[src/rtl/priority_arbiter_ctrl.sv]
// Grant sequencer for one shared resource: MSB-first or rotating priority,
// grant held until done / request drop / hold limit, then one dead cycle.
module priority_arbiter_ctrl #(
    parameter int NUM_REQ  = 8,
    parameter int ID_W     = $clog2(NUM_REQ),
    parameter int MAX_HOLD = 16,
    parameter int CNT_W    = 5
) (
    input  logic               clk,
    input  logic               rst_n,
    input  logic [NUM_REQ-1:0] req,
    input  logic               done,
    input  logic               rr_mode,
    output logic [NUM_REQ-1:0] grant,
    output logic [ID_W-1:0]    grant_id,
    output logic               grant_valid,
    output logic               timeout,
    output logic               busy
);

    typedef enum logic [1:0] {
        ST_IDLE    = 2'd0,
        ST_GRANT   = 2'd1,
        ST_RELEASE = 2'd2
    } state_t;

    localparam bit                 HOLD_EN  = (MAX_HOLD != 0);
    localparam logic [CNT_W-1:0]   HOLD_LIM = CNT_W'(MAX_HOLD);
    localparam logic [CNT_W-1:0]   CNT_SAT  = HOLD_EN ? HOLD_LIM : {CNT_W{1'b1}};
    localparam logic [CNT_W-1:0]   CNT_ONE  = {{(CNT_W-1){1'b0}}, 1'b1};
    localparam logic [NUM_REQ-1:0] REQ_ONE  = {{(NUM_REQ-1){1'b0}}, 1'b1};

    state_t               r_state;
    logic [NUM_REQ-1:0]   r_grant;
    logic [ID_W-1:0]      r_grant_id;
    logic                 r_grant_valid;
    logic                 r_timeout;
    logic                 r_busy;
    logic [CNT_W-1:0]     r_hold_cnt;
    logic [ID_W-1:0]      r_last_id;

    state_t               w_nxt_state;
    logic [NUM_REQ-1:0]   w_nxt_grant;
    logic [ID_W-1:0]      w_nxt_grant_id;
    logic                 w_nxt_grant_valid;
    logic                 w_nxt_timeout;
    logic                 w_nxt_busy;
    logic [CNT_W-1:0]     w_nxt_hold_cnt;
    logic [ID_W-1:0]      w_nxt_last_id;

    logic [ID_W-1:0]      w_winner;
    logic [ID_W-1:0]      w_idx;
    logic                 w_found;
    logic                 w_limit;
    logic                 w_owner_req;
    logic                 w_exit;

    assign w_limit     = HOLD_EN && (r_hold_cnt == HOLD_LIM);
    assign w_owner_req = req[r_grant_id];
    assign w_exit      = done | ~w_owner_req | w_limit;

    // Winner search: fixed keeps the highest set index; round-robin walks down from last_id-1 with wrap.
    always_comb begin
        w_winner = {ID_W{1'b0}};
        w_idx    = {ID_W{1'b0}};
        w_found  = 1'b0;
        if (rr_mode) begin
            for (int k = 1; k <= NUM_REQ; k++) begin
                w_idx    = r_last_id - ID_W'(k);
                w_winner = (!w_found && req[w_idx]) ? w_idx : w_winner;
                w_found  = w_found | req[w_idx];
            end
        end else begin
            for (int i = 0; i < NUM_REQ; i++) begin
                w_winner = req[i] ? ID_W'(i) : w_winner;
            end
        end
    end

    // Next-state and next-output logic for the IDLE/GRANT/RELEASE sequencer.
    always_comb begin
        w_nxt_state       = r_state;
        w_nxt_grant       = r_grant;
        w_nxt_grant_id    = r_grant_id;
        w_nxt_grant_valid = r_grant_valid;
        w_nxt_timeout     = r_timeout;
        w_nxt_busy        = r_busy;
        w_nxt_hold_cnt    = r_hold_cnt;
        w_nxt_last_id     = r_last_id;
        case (r_state)
            ST_IDLE: begin
                if (|req) begin
                    w_nxt_state       = ST_GRANT;
                    w_nxt_grant       = REQ_ONE << w_winner;
                    w_nxt_grant_id    = w_winner;
                    w_nxt_grant_valid = 1'b1;
                    w_nxt_busy        = 1'b1;
                    w_nxt_last_id     = w_winner;
                    w_nxt_hold_cnt    = CNT_ONE;
                end else begin
                    w_nxt_state       = ST_IDLE;
                end
            end
            ST_GRANT: begin
                if (w_exit) begin
                    w_nxt_state       = ST_RELEASE;
                    w_nxt_grant       = {NUM_REQ{1'b0}};
                    w_nxt_grant_id    = {ID_W{1'b0}};
                    w_nxt_grant_valid = 1'b0;
                    // done takes precedence: only a pure hold-limit exit counts as a timeout
                    w_nxt_timeout     = w_limit & ~done & w_owner_req;
                end else begin
                    w_nxt_hold_cnt    = (r_hold_cnt == CNT_SAT) ? r_hold_cnt : r_hold_cnt + CNT_ONE;
                end
            end
            ST_RELEASE: begin
                w_nxt_state   = ST_IDLE;
                w_nxt_timeout = 1'b0;
                w_nxt_busy    = 1'b0;
            end
            default: begin
                w_nxt_state       = ST_IDLE;
                w_nxt_grant       = {NUM_REQ{1'b0}};
                w_nxt_grant_id    = {ID_W{1'b0}};
                w_nxt_grant_valid = 1'b0;
                w_nxt_timeout     = 1'b0;
                w_nxt_busy        = 1'b0;
            end
        endcase
    end

    // State and registered outputs, cleared asynchronously.
    always_ff @(posedge clk or negedge rst_n) begin
        if (!rst_n) begin
            r_state       <= ST_IDLE;
            r_grant       <= {NUM_REQ{1'b0}};
            r_grant_id    <= {ID_W{1'b0}};
            r_grant_valid <= 1'b0;
            r_timeout     <= 1'b0;
            r_busy        <= 1'b0;
            r_hold_cnt    <= {CNT_W{1'b0}};
            r_last_id     <= {ID_W{1'b0}};
        end else begin
            r_state       <= w_nxt_state;
            r_grant       <= w_nxt_grant;
            r_grant_id    <= w_nxt_grant_id;
            r_grant_valid <= w_nxt_grant_valid;
            r_timeout     <= w_nxt_timeout;
            r_busy        <= w_nxt_busy;
            r_hold_cnt    <= w_nxt_hold_cnt;
            r_last_id     <= w_nxt_last_id;
        end
    end

    assign grant       = r_grant;
    assign grant_id    = r_grant_id;
    assign grant_valid = r_grant_valid;
    assign timeout     = r_timeout;
    assign busy        = r_busy;

endmodule

[config.mk]
export PLATFORM = sky130hd
export DESIGN_NAME = priority_arbiter_ctrl
export DESIGN_NICKNAME = d
export VERILOG_FILES = /design/src/rtl/priority_arbiter_ctrl.sv
export SDC_FILE = /design/constraint.sdc
export NUM_CORES = 1
export LEC_CHECK = 0
export BUFFER_PORTS_ARGS = -buffer_cell sky130_fd_sc_hd__buf_2
export CAP_MARGIN = 20
export CORE_MARGIN = 1.5
export CORE_UTILIZATION = 55
export CTS_BUF_LIST = sky130_fd_sc_hd__clkbuf_8
export DETAILED_ROUTE_END_ITERATION = 8
export GPL_TIMING_DRIVEN = 0
export HOLD_SLACK_MARGIN = 0.06
export PLACE_DENSITY = 0.79
export SYNTH_ARGS = -nofsm -noshare
export SYNTH_HDL_FRONTEND = slang
export SYNTH_SLANG_ARGS = --single-unit
export TNS_END_PERCENT = 30
[constraint.sdc]
create_clock -name clk -period 3.3 [get_ports clk]
set_input_delay 0.66 -clock clk [delete_from_list [all_inputs] [get_ports clk]]
set_output_delay 0.66 -clock clk [all_outputs]
set_load 0.005 [all_outputs]
==> impl_metrics.py <==
metrics = {
    "detailed_routing": {
        "routedWlPerCell_um": 17.42,
        "ant_nets": 0,
        "dr.first_iter.drc_count": 192,
        "drc": 0,
        "routed_wl_mm": 5.347,
        "vias_per_cell": 6.456,
        "vias": 1982,
        "firstDrtPassIters": 4,
    },
    "sta": {
        "setup_viol": 0,
        "fmax_ghz": 0.3102,
        "finalCriticalPeriod_ns": 3.224,
        "worst_pin_slew_ns": 0.7090,
        "fin_crit_sh": 0.9768,
        "max-slew-margin-rel": 0.5198,
        "finClkSkew_ns": 0.003164,
        "hold_viol": 0,
        "slew_violations": 0,
    },
    "yosys": {
        "synth_mux_area_frac": 0.2520,
        "synth-compound-area-share": 0.1863,
        "synth-main-ff-cell": "dfrtp_1",
        "synth_seq_cells": 24,
        "synth-seq-area-share": 0.2743,
        "synthTopCellsByArea": "dfrtp_1, mux4_2, mux2i_1",
        "syn_inst": 226,
        "synth-async-reset-ratio": 1.000,
        "synth.most_common_cell": "dfrtp_1",
        "synth.top_cell.area_share": 0.2743,
        "ys_top_cells_by_count": "dfrtp_1, nand2_1, mux4_2",
        "synth_top_family_by_area": "multiplexers",
        "synthAdderAreaFrac": 0.02286,
        "yosys.area_share.simple": 0.1754,
        "yosysWarnings": 0,
        "syn-cell-area_um2": 2190,
        "synth.net_count": 242,
        "syn_avg_cell_area_um2": 9.688,
        "yosys.area.top_type": "dfrtp_1",
        "synth-edff-count": 0,
        "ys_types": 58,
        "synth_xor_xnor_area_share": 0.02400,
    },
    "worst_setup_path": {
        "cp.required_ns": 3.47,
        "critPathArrivalTime_ns": 3.39,
        "critPathLaunchType": "register",
        "endpoint_kind": "register",
        "startpoint": "r_last_id[1]",
        "r2r_start": "r_last_id[1]",
        "critical_path_peak_fanout": 6,
        "criticalPathCategory": "reg2reg",
    },
    "cells_and_area": {
        "drive_gt1_frac": 0.2934,
        "fill_cells": 317,
        "diodes": 0,
        "utilization": 0.6791,
        "area_growth_pct": 16.11,
        "final_area_um2": 2542,
        "nNetsFinal": 276,
    },
    "clocking": {
        "ctsHoldBuffers": 0,
        "clock_latency_ns": 0.26,
        "cts-htree-levels": 1,
        "cts_buffers": 3,
        "ctsRootBufferMaster": "clkbuf_8",
        "cts_num_sinks": 24,
        "clkSlewWorstSetupHoldPaths_ns": 0.08,
        "clockBufferDepth": 2,
        "cts_tree": "yes",
    },
    "grt": {
        "grt_pass1_wl_mm": 8.783,
        "grt_pass1_vias": 1766,
        "gr-usage-all-layers": 0.2638,
        "antenna_found_initial": 0,
        "grt.overflow.total": 0,
        "grt_max_degree": 25,
    },
    "power_and_ir_drop": {
        "p_clk_frac": 0.068,
        "p_per_area_nw_per_um2": 1136,
        "p_seq_frac": 0.164,
        "power_switching_w": 0.001386,
        "p_leak_nw": 1.047,
        "swShare": 0.4798,
        "finalPower_w": 0.002888,
        "combPwrFrac": 0.769,
        "peakVddDrop_v": 0.0007183,
        "p_int_w": 0.001502,
    },
    "place": {
        "place_area_um2": 2372,
        "hpwl_mm": 3.840,
        "numPortBuffers": 24,
        "gp_congestion": 0.9208,
    },
    "die": {
        "rows": 22,
        "die_h_um": 66.10,
        "io_pins": 26,
        "fp.coreArea_um2": 3744,
        "die_w_um": 66.10,
        "dieArea_um2": 4369,
        "initial_core_util": 0.5849,
    },
    "worst_hold_path": {
        "hold_path.class": "in2async",
    },
    "job": {
        "drv_cap": 0,
    },
    "status": {
        "status": "completed",
    },
}
==> power groups by stage <==
stage | Sequential (W) | Combinational (W) | Clock [W]
4_1_cts | 0.000473 | 0.00208 | 0.000198
2_1_floorplan | 0.000470 | 0.00158 | 0
3_3_place_gp | 0.000469 | 0.00195 | 0
6_report | 0.000472 | 0.00222 | 0.000196
3_5_place_dp | 0.000475 | 0.00198 | 0
5_1_grt | 0.000486 | 0.00243 | 0.000208
==> what timing repair did <==
action                                  in CTS  in global routing
gates resized for setup                      7                  9
pin swaps                                    2                  2
endpoints found under the setup margin      14                 14
setup buffers                                4                  2
==> worst max-delay path, stage by stage (launching register included) <==
cell and delay (ns):
dfrtp_1 0.40, buf_12 0.12, clkinvlp_4 0.09, ha_4 0.28, buf_6 0.11, mux4_2 0.55, o31a_1 0.30, o311a_1 0.30
nor3b_2 0.18, a211oi_1 0.11, a311o_2 0.39, o31ai_1 0.28
==> metal layers <==
layer	GRT usage	vias to the layer above	part of all wire
li1	-	931	-
met1	0.4056	943	0.44
met2	0.3975	104	0.47
met3	0.04940	4	0.088
met4	0.03827	0	0.0050
met5	0	-	0
==> per-stage QoR <==
stage / cells / hold WS (ns) / TNS, ns / worst slack (ns)
2_1_floorplan: 226 / 0.3644 / 0 / 0.02811
3_3_place_gp: 298 / 0.4575 / -4.591 / -0.4125
3_5_place_dp: 298 / 0.4638 / -5.635 / -0.4682
4_1_cts: 305 / 0.3751 / 0 / 0.009395
5_1_grt: 307 / 0.4159 / -0.05123 / -0.02151
6_report: 307 / 0.3694 / 0 / 0.07647
==> sequential cells by signal, indices dropped and copies added, names as in the netlist <==
register     cells
r_hold_cnt       5
grant            8
r_last_id        3
grant_id         3
r_state          2
busy             1
grant_valid      1
timeout          1
==> layout by cell type (no fill, tap or decap), drive strengths merged, types with 5 or more instances in the layout <==
cell    instances
buf            38
dfrtp          24
nand2          19
mux4           18
nor2           17
clkbuf         17
o21ai          13
mux2i          12
a21oi          10
inv            10
o31ai           7
nand3           6
xor2            5
nor3            5
==> worst paths after layout <==
check                             end  slack, ns  depth (start not counted)
max in group asynchronous  r_state[1]       2.57                          1
min in group clk             grant[4]       0.47                          2
hold / removal               grant[4]       0.37                          1
setup / recovery             grant[6]       0.08                         11
setup reg to reg             grant[6]       0.08                         11
hold reg to reg              grant[4]       0.47                          2
==> kinds of logic (layout without fill, tap and decap cells) <==
logic type,count (synthesis),count (layout)
simple gates,70,70
compound gates,57,57
buf+inv,33,66
mux,32,32
flops,24,24
xor+xnor,6,6
fa+ha+maj,4,4
==> cell type report <==
cell class | instances | area, um2 | share of cell area
buffer | 21 | 117.6 | 0.04626
clock buffer | 4 | 55.05 | 0.02165
tap | 48 | 60.06 | 0.02362
inverter | 11 | 47.55 | 0.01870
multi-input combinational | 169 | 1496 | 0.5886
timing repair buffer | 30 | 165.2 | 0.06496
sequential | 24 | 600.6 | 0.2362
(Power assumes the default switching activity.)
